==> config.mk <==
export PLATFORM = sky130hd
export DESIGN_NAME = rect_blitter
export DESIGN_NICKNAME = d
export VERILOG_FILES = /design/src/rtl/rect_blitter.sv
export SDC_FILE = /design/constraint.sdc
export NUM_CORES = 1
export LEC_CHECK = 0
export ABC_AREA = 1
export CORE_UTILIZATION = 33
export DETAILED_ROUTE_END_ITERATION = 12
export DONT_BUFFER_PORTS = 1
export HOLD_SLACK_MARGIN = 0.06
export PLACE_DENSITY = 0.48
export SLEW_MARGIN = 20
export SYNTH_ARGS = -nofsm -noshare
export SYNTH_HDL_FRONTEND = slang
export SYNTH_SLANG_ARGS = --single-unit
==> constraint.sdc <==
create_clock -name clk -period 6.01 [get_ports clk]
set_input_delay 0.9015 -clock clk [delete_from_list [all_inputs] [get_ports clk]]
set_output_delay 0.9015 -clock clk [all_outputs]
set_load 0.1 [all_outputs]
==> src/rtl/rect_blitter.sv <==
// Rectangle rasteriser: one start pulse emits a clipped, row-major pixel stream
// for fill, erase or outline modes, and ends with a one-cycle done pulse.
module rect_blitter #(
  parameter int X_W      = 8,
  parameter int Y_W      = 7,
  parameter int SIZE_W   = 5,
  parameter int C_W      = 3,
  parameter int X_MAX    = 159,
  parameter int Y_MAX    = 119,
  parameter int BG_COLOR = 0
) (
  input  logic              clk,
  input  logic              reset,
  input  logic              start,
  input  logic [X_W-1:0]    x_in,
  input  logic [Y_W-1:0]    y_in,
  input  logic [SIZE_W-1:0] width,
  input  logic [SIZE_W-1:0] height,
  input  logic [C_W-1:0]    c_in,
  input  logic [1:0]        mode,
  output logic              busy,
  output logic              plot,
  output logic [X_W-1:0]    x_out,
  output logic [Y_W-1:0]    y_out,
  output logic [C_W-1:0]    c_out,
  output logic              done
);

  localparam int XS = X_W + 1;
  localparam int YS = Y_W + 1;
  localparam logic [XS-1:0]  X_LIM = XS'(X_MAX);
  localparam logic [YS-1:0]  Y_LIM = YS'(Y_MAX);
  localparam logic [C_W-1:0] BG    = C_W'(BG_COLOR);

  typedef enum logic [1:0] {S_IDLE, S_DRAW, S_DONE} state_t;

  state_t              state_q, state_d;
  logic [SIZE_W-1:0]   cx_q, cx_d, cy_q, cy_d;
  logic [SIZE_W-1:0]   w_q, w_d, h_q, h_d;
  logic [X_W-1:0]      x0_q, x0_d;
  logic [Y_W-1:0]      y0_q, y0_d;
  logic [C_W-1:0]      col_q, col_d;
  logic                outline_q, outline_d;

  logic                busy_q, busy_d, plot_q, plot_d, done_q, done_d;
  logic [X_W-1:0]      x_out_q, x_out_d;
  logic [Y_W-1:0]      y_out_q, y_out_d;
  logic [C_W-1:0]      c_out_q, c_out_d;

  logic [XS-1:0]       sum_x;
  logic [YS-1:0]       sum_y;
  logic                in_draw, border;

  always_comb begin
    state_d   = state_q;
    cx_d      = cx_q;
    cy_d      = cy_q;
    w_d       = w_q;
    h_d       = h_q;
    x0_d      = x0_q;
    y0_d      = y0_q;
    col_d     = col_q;
    outline_d = outline_q;
    case (state_q)
      S_IDLE: begin
        if (start) begin
          x0_d      = x_in;
          y0_d      = y_in;
          w_d       = width;
          h_d       = height;
          col_d     = (mode == 2'b01) ? BG : c_in;
          outline_d = (mode == 2'b10);
          cx_d      = '0;
          cy_d      = '0;
          state_d   = (width == '0 || height == '0) ? S_DONE : S_DRAW;
        end
      end
      S_DRAW: begin
        if (cx_q == w_q - SIZE_W'(1)) begin
          cx_d = '0;
          if (cy_q == h_q - SIZE_W'(1)) state_d = S_DONE;
          else                          cy_d = cy_q + SIZE_W'(1);
        end else begin
          cx_d = cx_q + SIZE_W'(1);
        end
      end
      S_DONE:  state_d = S_IDLE;
      default: state_d = S_IDLE;
    endcase
  end

  // Outputs are derived from next-state values so the registered pixel lines up with its state.
  always_comb begin
    in_draw = (state_d == S_DRAW);
    sum_x   = {1'b0, x0_d} + XS'(cx_d);
    sum_y   = {1'b0, y0_d} + YS'(cy_d);
    border  = (cx_d == '0) || (cx_d == w_d - SIZE_W'(1)) ||
              (cy_d == '0) || (cy_d == h_d - SIZE_W'(1));
    plot_d  = in_draw && (sum_x <= X_LIM) && (sum_y <= Y_LIM) && (!outline_d || border);
    x_out_d = in_draw ? sum_x[X_W-1:0] : '0;
    y_out_d = in_draw ? sum_y[Y_W-1:0] : '0;
    c_out_d = in_draw ? col_d : '0;
    busy_d  = (state_d != S_IDLE);
    done_d  = (state_d == S_DONE);
  end

  always_ff @(posedge clk) begin
    if (reset) begin
      state_q   <= S_IDLE;
      cx_q      <= '0;
      cy_q      <= '0;
      w_q       <= '0;
      h_q       <= '0;
      x0_q      <= '0;
      y0_q      <= '0;
      col_q     <= '0;
      outline_q <= 1'b0;
      busy_q    <= 1'b0;
      plot_q    <= 1'b0;
      done_q    <= 1'b0;
      x_out_q   <= '0;
      y_out_q   <= '0;
      c_out_q   <= '0;
    end else begin
      state_q   <= state_d;
      cx_q      <= cx_d;
      cy_q      <= cy_d;
      w_q       <= w_d;
      h_q       <= h_d;
      x0_q      <= x0_d;
      y0_q      <= y0_d;
      col_q     <= col_d;
      outline_q <= outline_d;
      busy_q    <= busy_d;
      plot_q    <= plot_d;
      done_q    <= done_d;
      x_out_q   <= x_out_d;
      y_out_q   <= y_out_d;
      c_out_q   <= c_out_d;
    end
  end

  assign busy  = busy_q;
  assign plot  = plot_q;
  assign done  = done_q;
  assign x_out = x_out_q;
  assign y_out = y_out_q;
  assign c_out = c_out_q;

endmodule

# Yosys cells after proc, flatten, opt, wreduce, memory -nomap -nowiden
# Index checks and enable logic that the tools add are counted.
[classes]
add_sub_neg = 8
n_lt_le_gt_ge = 2
n_eq_ne = 9
muxes = 25
bitwise = 1
reduce_logical = 16
[ops]
columns = ["op", "count"]
rows = [
  ["$mux 5", 9],
  ["$eq 5x5->1", 4],
  ["$logic_not 5->1", 4],
  ["$pmux 5 s2", 2],
  ["$sub 5x1->5 const B", 4],
  ["$mux 8", 2],
  ["$mux 7", 2],
  ["$add 5x1->5 const B", 2],
  ["$add 8x5->9", 1],
  ["$le 9x8->1 const B", 1],
  ["$mux 3", 3],
  ["$add 7x5->8", 1],
  ["$le 8x7->1 const B", 1],
  ["$mux 2", 4],
  ["$eq 2x1->1 const B", 3],
  ["$logic_or 1x1->1", 5],
  ["$eq 2x2->1 const B", 2],
  ["$pmux 2 s2", 1],
  ["$logic_and 1x1->1", 3],
  ["$logic_not 2->1", 1],
  ["$mux 1", 2],
  ["$reduce_bool 2->1", 1],
  ["$reduce_or 2->1", 1],
  ["$logic_not 1->1", 1],
  ["$not 1->1", 1],
]
[totals]
ff_bits = 62
inputBits = 33
output_inout_bits = 21

# Longest topological paths before layout
# Gate-level depths: netlist (run 1).
[depth]
depth_word = 10
depth_mapped = 28
depth_no_buf = 28

# Worst setup path after synthesis (run 1)
# No wires, ideal clock.
[synth_path]
path_kind = "in2reg"
startpoint = "input start"
endpoint = "register plot_q (netlist: plot)"
setup_time_ns = 0.064
arrival_ns = 3.329
path_slack_ns = 2.618
stages = 21
path_buffers = 3
path_cell_list = "nand2_4 buf_6 clkbuf_8 clkbuf_1 o21ai_0 inv_1 ha_1 fa_1 nand2_1 inv_1 o21ai_0 nand2_1 a21o_1 nand2_1 xor2_1 nor3_1 nand3_1 nand3_1 nor2_1 nand2_1 nor2_1"
[synth_lines]
columns = ["item", "line_no", "source"]
rows = [
  ["start: declaration", "14", "input logic start,"],
  ["$mux 7", "66", "if (start) begin"],
  ["$mux 7", "64", "case (state_q)"],
  ["named net y0_d[0]", "41", "logic [Y_W-1:0] y0_q, y0_d;"],
  ["$add 7x5->8", "96", "sum_y = {1'b0, y0_d} + YS'(cy_d);"],
  ["$le 8x7->1", "99", "plot_d = in_draw && (sum_x <= X_LIM) && (sum_y <= Y_LIM) && (!outline_d || border);"],
  ["$logic_and 1x1->1 (2 in series)", "99", ""],
  ["end signal: assignment", "135", "plot_q <= plot_d;"],
  ["end: declaration", "45", "logic busy_q, busy_d, plot_q, plot_d, done_q, done_d;"],
]
# The timed path passes the listed nets, and every way through them passes these cells.
# A chain may end at the register's enable or synchronous reset.

# Worst setup path in the final report (run 1)
# Ends and elaborated chain as after synthesis.

==> results of run 1 <==
cells by family (layout without fill, tap and decap cells):
family / after synthesis / after routing
AO/OA/AOI/OAI: 50 / 50
XOR/XNOR: 13 / 13
adder cells (fa/ha/maj): 17 / 17
buffers and inverters: 107 / 110
flip-flops: 62 / 62
AND/OR/NAND/NOR: 328 / 328
stage by stage:
stage	std cells	hold slack, ns	utilization
floorplan	577	0.448	-
global placement	705	0.455	0.355
detailed placement	705	0.455	0.355
CTS	720	0.462	0.385
global route	720	0.496	0.385
finish	720	0.462	0.385
worst min-delay path, cell delays in order, from the launching register on:
cell and delay, ns:
sky130_fd_sc_hd__dfxtp_1 0.29, sky130_fd_sc_hd__nand2_1 0.06, sky130_fd_sc_hd__a21oi_1 0.07
state kept, by name, summed over array words and instances (netlist names):
name       count
x0_q           8
x_out          8
y0_q           7
y_out          7
cx_q           5
cy_q           5
h_q            5
w_q            5
c_out          3
col_q          3
state_q        2
busy           1
done           1
outline_q      1
plot           1
routing by layer:
metal,routed length [um],GRT usage,up-vias
li1,-,-,1778
met3,467,0.0492,6
met2,3700,0.239,50
met4,94,0.0571,0
met5,0,0,-
met1,4740,0.228,1451
power by group:
part / switching, uW / internal [uW]
Sequential: 113 / 444
Combinational: 168 / 93.8
Clock: 176 / 413
path summary, 6_finish.rpt:
check | startpoint | end | slack [ns] | depth (start not counted)
hold reg to reg | col_q[2] | col_q[2] | 0.46 | 2
hold / removal | col_q[2] | col_q[2] | 0.46 | 2
setup reg to reg | state_q[1] | plot | 2.43 | 21
setup / recovery | start | plot | 2.38 | 20
Yosys cell counts (2+ instances only):
| library cell | number | area, um2 |
|---|---|---|
| sky130_fd_sc_hd__o21ai_0 | 17 | 85.1 |
| sky130_fd_sc_hd__nand3_1 | 42 | 210 |
| sky130_fd_sc_hd__nand2_4 | 5 | 56.3 |
| sky130_fd_sc_hd__or2_2 | 14 | 87.6 |
| sky130_fd_sc_hd__nor2_1 | 76 | 285 |
| sky130_fd_sc_hd__nand3_2 | 4 | 40.0 |
| sky130_fd_sc_hd__clkbuf_1 | 8 | 30.0 |
| sky130_fd_sc_hd__dfxtp_1 | 62 | 1240 |
| sky130_fd_sc_hd__nand2_2 | 10 | 62.6 |
| sky130_fd_sc_hd__nand4_1 | 2 | 12.5 |
| sky130_fd_sc_hd__nor3_1 | 9 | 45.0 |
| sky130_fd_sc_hd__nor2_2 | 3 | 18.8 |
| sky130_fd_sc_hd__o21ai_2 | 11 | 96.3 |
| sky130_fd_sc_hd__or2_1 | 2 | 12.5 |
| sky130_fd_sc_hd__a21oi_1 | 11 | 55.1 |
| sky130_fd_sc_hd__ha_1 | 16 | 200 |
| sky130_fd_sc_hd__o21a_1 | 2 | 15.0 |
| sky130_fd_sc_hd__nand2_1 | 155 | 582 |
| sky130_fd_sc_hd__xor2_1 | 8 | 70.1 |
| sky130_fd_sc_hd__inv_2 | 11 | 41.3 |
| sky130_fd_sc_hd__xnor2_1 | 5 | 43.8 |
| sky130_fd_sc_hd__inv_1 | 81 | 304 |
| sky130_fd_sc_hd__clkinv_1 | 3 | 11.3 |
| sky130_fd_sc_hd__buf_6 | 2 | 22.5 |
| sky130_fd_sc_hd__o21ai_1 | 2 | 10.0 |
area by class of cell:
cell class | instances | area [um2]
Tap cell | 140 | 175
Clock buffer | 11 | 243
Multi-Input combinational cell | 408 | 2160
Sequential cell | 62 | 1240
Clock inverter | 4 | 95.1
Fill cell | 1180 | 6810
Inverter | 95 | 357
==> run_results.csv, run 1 <==
group,metric,value,unit
clock_tree,cts.hold.buffers_added,0,
clock_tree,cts_sinks,62,
floorplan,start_util,0.345,
critical_path,stage_delay_of_the_slowest_cell_on_the_critical_path,0.39,ns
floorplan,die_area,12000,um2
clock_tree,worst_setup_hold_path_clk_slew,0.05,ns
place,pre_cts_ws,2.02,ns
timing,final.period_utilization,0.605,
floorplan,core-area,11100,um2
power_and_ir_drop,max-vdd-ir-drop,0.169,mV
cells_and_area,layout-drive-gt1-share,0.138,
yosys,asyncSetResetFlopFracSynth,0,
critical_path,critical_path.most_common_cell,"sky130_fd_sc_hd__nand2_1",
run,max_cap_violations,0,
yosys,synth_compound_gate_area_share,0.0877,
clock_tree,postCtsSetupBuffers,0,
critical_path,worstPathCellList,"nand2_4, inv_2, or2_2, o21ai_0, inv_1, ha_1, fa_1, nand2_1, inv_1, o21ai_0, nand2_1, a21o_1, nand2_1, xor2_1, nor3_1, nand3_1, nand3_1, nor2_1, nand2_1, nor2_1",
cells_and_area,postLayoutCellArea,4270,um2
floorplan,die_x,110,um
timing,setup_viol,0,
yosys,synth_area_per_cell,6.63,um2
yosys,sequential_to_total_area_share_from_yosys_stat,0.325,
clock_tree,post_cts.resized_instances,0,
route,vias_per_cell,4.56,
timing,finalSetupTns,0,ns
yosys,simple_logic_cell_fraction_of_the_synthesized_area,0.389,
cells_and_area,layout.nets,626,
cells_and_area,most-common-layout-cells,"sky130_fd_sc_hd__nand2_1 (155), sky130_fd_sc_hd__inv_1 (81), sky130_fd_sc_hd__nor2_1 (76)",
critical_path,crit_slowest_cell,"sky130_fd_sc_hd__fa_1",
timing,min_period,3.63,ns
critical_path,path_max_fanout,42,
clock_tree,cts.path.max_buffers,2,
critical_path,worstSetupStartpointType,"input port",
yosys,synth_top_flop_cell,"sky130_fd_sc_hd__dfxtp_1",
grt,grt_util_all_layers,0.164,
yosys,synth_adder_area_share,0.0576,
critical_path,endpoint_kind,"flop",
yosys,synth_top_family_by_area,"simple AND/OR/NAND/NOR gates",
cells_and_area,synthToLayoutAreaGrowth,11.5,%
critical_path,critPathArrivalTime,3.90,ns
yosys,synth.mux.area_fraction,0,
yosys,yosys_warnings,0,
place,dp_hpwl,6760,um
yosys,postSynthRegisterBits,62,
timing,final_hold_viol_count,0,
floorplan,rows,38,
grt,grt_pass1_vias,3159,
critical_path,critPathRequiredTime,6.28,ns
route,routedWlPerCell,12.5,um
grt,grt_max_degree,44,
power_and_ir_drop,p_leak,0.00222,uW
timing,max_slew_margin,0.362,
floorplan,die_height,110,um
timing,max_clock_freq,0.275,GHz
route,routed-via-count,3285,
timing,report.final.slew_viol_count,0,
min_path,hold_path_class,"flop to flop",
power_and_ir_drop,power.total,1410,uW
grt,grt_pass1_wl,15000,um
clock_tree,insertion_delay,0.32,ns
floorplan,design.portCount,54,
place,port-buffer-count,0,
run_status,outcome,"finished clean",
clock_tree,tritoncts,"done",
cells_and_area,antennaDiodeCount,0,
critical_path,crit_family,"simple AND/OR/NAND/NOR gates",
cells_and_area,leading_cell_type_in_the_layout_fill_and_taps_excluded,"sky130_fd_sc_hd__nand2_1",
timing,worstMarginPinSlew,0.955,ns
critical_path,worstSetupPathType,"input port to flop",
route,drtPass1Iterations,4,
yosys,post_synth_xor_area_fraction,0.0298,
grt,global_route.overflow_total,0,
clock_tree,clockRootBuffer,"sky130_fd_sc_hd__clkbuf_16",
route,wirelength,9010,um
yosys,synth-edff-count,0,
clock_tree,ctsHtreeMaxLevel,3,
grt,grt_antenna_before_repair,0,
route,initialDrtViolationCount,130,
clock_tree,tritoncts.num_buffers,9,
timing,rsz0062_at_grt,"false",
timing,finalClockSkew,0.00805,ns
yosys,cell_area_after_technology_mapping,3820,um2
yosys,postSynthCellCount,577,
yosys,synthDistinctLibCells,41,
timing,fin_ws,2.38,ns
place,gp_congestion,0.839,
place,place_area,3930,um2
route,residual_drc,0,
power_and_ir_drop,power-per-cell-area,330,nW/um2
route,drtAntennaViolNets,0,
yosys,syn_nets,627,
critical_path,worstPathBufferInverterCount,3,
Power figures use the tool's default switching activity.
==> run 2: changes to the inputs <==
--- a/config.mk
+++ b/config.mk
@@ -10,7 +10,7 @@
 export DETAILED_ROUTE_END_ITERATION = 12
 export DONT_BUFFER_PORTS = 1
 export HOLD_SLACK_MARGIN = 0.06
-export PLACE_DENSITY = 0.48
+export PLACE_DENSITY = 0.49
 export SLEW_MARGIN = 20
 export SYNTH_ARGS = -nofsm -noshare
 export SYNTH_HDL_FRONTEND = slang
==> constraint.sdc (replaced) <==
create_clock -name clk -period 3.3 [get_ports clk]
set_input_delay 0.495 -clock clk [delete_from_list [all_inputs] [get_ports clk]]
set_output_delay 0.495 -clock clk [all_outputs]
set_load 0.1 [all_outputs]
==> run_results.csv, run 2 (synthesis results as in run 1) <==
group,metric,value,unit
floorplan,core-area,11100,um2
clock_tree,clockRootBuffer,"sky130_fd_sc_hd__clkbuf_16",
critical_path,worst_r2r_startpoint,"w_q[0]",
clock_tree,cts.path.max_buffers,2,
grt,grt_antenna_before_repair,0,
cells_and_area,synthToLayoutAreaGrowth,17.8,%
critical_path,worstSetupStartpointType,"flop",
timing,final_hold_viol_count,0,
timing,max_slew_margin,0.357,
timing,final.period_utilization,0.961,
critical_path,critPathRequiredTime,3.57,ns
critical_path,stage_delay_of_the_slowest_cell_on_the_critical_path,0.34,ns
run_status,outcome,"finished clean",
route,routed-via-count,3398,
route,wirelength,9400,um
grt,busiest_layer,"met2",
timing,worstMarginPinSlew,0.963,ns
route,drtPass1Iterations,4,
critical_path,path_max_fanout,3,
run,max_cap_violations,0,
min_path,hold_path_class,"input port to flop",
grt,grt_pass1_wl,15700,um
timing,min_period,3.17,ns
floorplan,die_height,110,um
cells_and_area,fillerInstances,1155,
floorplan,start_util,0.345,
power_and_ir_drop,power-per-cell-area,581,nW/um2
critical_path,end_of_the_worst_register_to_register_path,"plot",
route,vias_per_cell,4.59,
grt,grt_util_all_layers,0.173,
route,drtAntennaViolNets,0,
floorplan,rows,38,
cells_and_area,leading_cell_type_in_the_layout_fill_and_taps_excluded,"sky130_fd_sc_hd__nand2_1",
cells_and_area,layout-drive-gt1-share,0.193,
place,dp_hpwl,7110,um
clock_tree,insertion_delay,0.33,ns
place,port-buffer-count,0,
timing,rsz0062_at_grt,"true",
critical_path,worstSetupPathType,"flop to flop",
clock_tree,ctsHtreeMaxLevel,3,
route,routedWlPerCell,12.7,um
critical_path,worst-r2r-cell-count,28,
cells_and_area,antennaDiodeCount,0,
clock_tree,worst_setup_hold_path_clk_slew,0.05,ns
critical_path,crit_slowest_cell,"sky130_fd_sc_hd__fa_2",
route,initialDrtViolationCount,120,
timing,max_clock_freq,0.315,GHz
critical_path,rrSetupSlack,0.13,ns
min_path,hold-path-cell-count,1,
floorplan,die_x,110,um
power_and_ir_drop,power.total,2620,uW
cells_and_area,most-common-layout-cells,"sky130_fd_sc_hd__nand2_1 (152), sky130_fd_sc_hd__inv_1 (78), sky130_fd_sc_hd__nor2_1 (75)",
min_path,hold-path-endpoint,"y0_q[0]",
cells_and_area,layout.nets,647,
power_and_ir_drop,max-vdd-ir-drop,0.309,mV
critical_path,critical_path.most_common_cell,"sky130_fd_sc_hd__nand2_1",
critical_path,critPathArrivalTime,3.44,ns
cells_and_area,final_core_util,0.407,
grt,global_route.overflow_total,0,
floorplan,die_area,12000,um2
place,gp_congestion,0.842,
timing,report.final.slew_viol_count,0,
clock_tree,cts_sinks,62,
timing,finalClockSkew,0.00851,ns
grt,grt_max_degree,44,
grt,globalRouteMet3Util,0.0445,
floorplan,design.portCount,54,
grt,grt_pass1_vias,3345,
timing,setup_viol,0,
clock_tree,tritoncts.num_buffers,9,
clock_tree,tritoncts,"done",
grt,met1_grt_util,0.233,
min_path,worstHoldStart,"reset",
power_and_ir_drop,p_leak,0.00232,uW
critical_path,endpoint_kind,"flop",
route,residual_drc,0,
grt,grt_met2_use,0.259,
run 2: changes by cell type in the layout (fill, tap and decap cells not counted), moves of 2 or more:
cell                      before  now
sky130_fd_sc_hd__ha_1         16   12
sky130_fd_sc_hd__nand2_4       5    7
sky130_fd_sc_hd__inv_2        11   14
sky130_fd_sc_hd__buf_4         0   21
sky130_fd_sc_hd__ha_4          0    4
sky130_fd_sc_hd__inv_1        81   78
sky130_fd_sc_hd__nand2_1     155  152
run 2: report_power, final:
group          leakage, uW  switching, uW  internal, uW
logic              0.00165            324           202
clock network     0.000166            325           752
registers         0.000510            207           810
run 2: how the worst max path moves through the flow:
stage,start,to,cells past startpoint
floorplan,w_q[0],plot,28
global placement,w_q[0],plot,28
detailed placement,w_q[0],plot,28
CTS,w_q[0],plot,28
global route,w_q[0],plot,28
finish,w_q[0],plot,28
run 2: final cells by class:
cell class	count	area [um2]	area share
clock buffers	11	243	0.0539
clock inverters	4	95.1	0.0211
inverters	95	357	0.0791
multi-input cells	408	2240	0.496
flip-flops and latches	62	1240	0.276
well taps	140	175	0.0389
repair buffers	21	158	0.0350
run 2: metal layers:
metal | part of all wire | vias to the layer above
met5 | 0 | -
met4 | 0.019 | 0
met3 | 0.053 | 12
met2 | 0.43 | 72
met1 | 0.50 | 1502
li1 | - | 1812
run 2: critical path: cells and delay by family, from the launching register on:
family / cells / cell delay [ns]
adder cells (fa/ha/maj): 3 / 0.76
XOR/XNOR: 1 / 0.18
AO/OA/AOI/OAI: 2 / 0.30
flip-flops: 1 / 0.33
buffers and inverters: 4 / 0.19
AND/OR/NAND/NOR: 18 / 1.36
run 2: per-stage QoR:
stage               hold slack, ns  TNS, ns  setup slack, ns  cell area [um2]  std cells
detailed placement           0.456  -0.0134          -0.0134             4060        722
floorplan                    0.448        0            0.120             3820        577
finish                       0.239        0            0.130             4510        741
CTS                          0.214        0           0.0119             4420        740
global route                 0.216   -0.189           -0.189             4510        741
global placement             0.450        0           0.0548             4060        722
run 2: repair_timing:
| item | CTS | global route |
|---|---|---|
| gates resized for setup | 2 | 17 |
| setup buffers | 3 | 3 |
| pin swaps | 3 | 11 |
| setup endpoints to repair | 1 | 3 |
| hold buffers | 0 | 0 |
==> RTL edit, RTL diff (config.mk and constraints of run 2) <==
Register the input `mode` before use, cleared by the reset. The logic sees it one clock later. The other inputs are not delayed to match.
--- a/src/rtl/rect_blitter.sv
+++ b/src/rtl/rect_blitter.sv
@@ -34,6 +34,16 @@
 
   typedef enum logic [1:0] {S_IDLE, S_DRAW, S_DONE} state_t;
 
+  logic [1:0] mode_q;
+
+  always_ff @(posedge clk) begin
+    if (reset) begin
+      mode_q <= '0;
+    end else begin
+      mode_q <= mode;
+    end
+  end
+
   state_t              state_q, state_d;
   logic [SIZE_W-1:0]   cx_q, cx_d, cy_q, cy_d;
   logic [SIZE_W-1:0]   w_q, w_d, h_q, h_d;
@@ -68,8 +78,8 @@
           y0_d      = y_in;
           w_d       = width;
           h_d       = height;
-          col_d     = (mode == 2'b01) ? BG : c_in;
-          outline_d = (mode == 2'b10);
+          col_d     = (mode_q == 2'b01) ? BG : c_in;
+          outline_d = (mode_q == 2'b10);
           cx_d      = '0;
           cy_d      = '0;
           state_d   = (width == '0 || height == '0) ? S_DONE : S_DRAW;
Check against the original RTL: not equivalent (Yosys sat finds a counterexample within 4 cycles, from zero or initial values and one cycle with reset high).
==> RTL edit against run 2 <==
  * Critical endpoint unchanged
  * First-iteration DRC count increased by 27%
  * Area after synthesis up 2.6%
  * Largest cell class unchanged
  * Wire length grew 1.1%
  * Sequential power down 4%
  * Worst hold slack worse by 0.020 ns
  * Critical path depth decreased by 5
  * The flow now finishes with violations (design-rule violations)
  * Worst setup slack better by 0.11 ns
  * Sequential cell count is 2 higher
  * Total power decreased by 7.1%
  * Final area unchanged
  * Via count is 0.68% higher
==> RTL edit: results <==
set metrics [dict create \
    status "finished with violations" \
    violations "design-rule violations" \
    drive_above_1_share_pct 19.8 \
    instances_no_fill 728 \
    cp_max_fo 5 \
    route.detailed.drc 4 \
    seq_area_frac_synth_pct 32.7 \
    crit_arrival_ns 3.34 \
    taps 143 \
    place.gp.congestion 0.780 \
    postCtsSetupBuffers 0 \
    buffers 6 \
    worst_pin_slew_ns 0.956 \
    synthXorXnorAreaFrac_pct 2.90 \
    swShare_pct 34.7 \
    clkSinkCount 64 \
    synth_common_cells "nand2_1, nor2_1, inv_1" \
    buf_share_pct 1.28 \
    n_fill_cell 1204 \
    clk_share_pct 6.77 \
    initialDrtViolationCount 152 \
    num-multi-input-gates 417 \
    yosys-top-cells-area "dfxtp_1, nand2_1, nor2_1" \
    pre_cts_ws_ns 0.0169 \
    crit_slowest_cell "dfxtp_1" \
    grt_max_degree 48 \
    dp_cells 709 \
    ys_types 39 \
    vias 3421 \
    post-dp-hpwl_um 6960 \
    pg_comb_mw 0.468 \
    synth_adder_area_share_pct 5.61 \
    synth_mux_area_share_pct 0.510 \
    reg2reg_slack_ns 0.24 \
    async_flop_share_pct 0 \
    register_area_um2 1280 \
    ir_drop_mv 0.405 \
    place_area_um2 4070 \
    post_cts_resized 1 \
    reg2reg_depth 23 \
    antenna_found_initial 0 \
    slowest_delay_ns 0.30 \
    final_cell_area_um2 4510 \
    multi_input_comb_area_um2 2370 \
    pwr-share-seq_pct 40.3 \
    switchingPower_mw 0.843 \
    wl_um 9510 \
    max_freq_ghz 0.327 \
    power.leakage_nw 2.14 \
    grtUsageTotal_pct 16.9 \
    fin_skew_ns 0.00753 \
    synth_nets 625 \
    grt_pass1_wl_um 16200 \
    inverters 82 \
    reg2reg_from "w_q[1]$_SDFF_PP0_" \
    firstDrtPassIters 9 \
]
[RTL edit: cell count changes after synthesis, moves of 5 or more]
cell / run 2 / this run
a21oi_1: 11 / 21
nand3_1: 42 / 34
nand4_1: 2 / 7
nor2_2: 3 / 8
nand2_1: 155 / 134
nor2_1: 76 / 87
inv_1: 81 / 72
nand3b_1: 0 / 6
[RTL edit: layer usage]
layer	share of wire (%)	GRT usage (%)	vias up
li1	-	-	1810
met1	48	21.1	1534
met2	45	27.3	62
met3	4.8	5.03	15
met4	1.9	6.85	0
met5	0	0	-
[RTL edit: worst min path at each step]
stage	to	slack (ns)	cells past startpoint
finish	w_q[0]$_SDFF_PP0_	0.22	1
floorplan	col_q[0]$_SDFF_PP0_	0.45	2
global placement	col_q[2]$_SDFF_PP0_	0.46	2
detailed placement	col_q[2]$_SDFF_PP0_	0.47	2
CTS	x0_q[1]$_SDFF_PP0_	0.20	1
global route	w_q[0]$_SDFF_PP0_	0.20	1
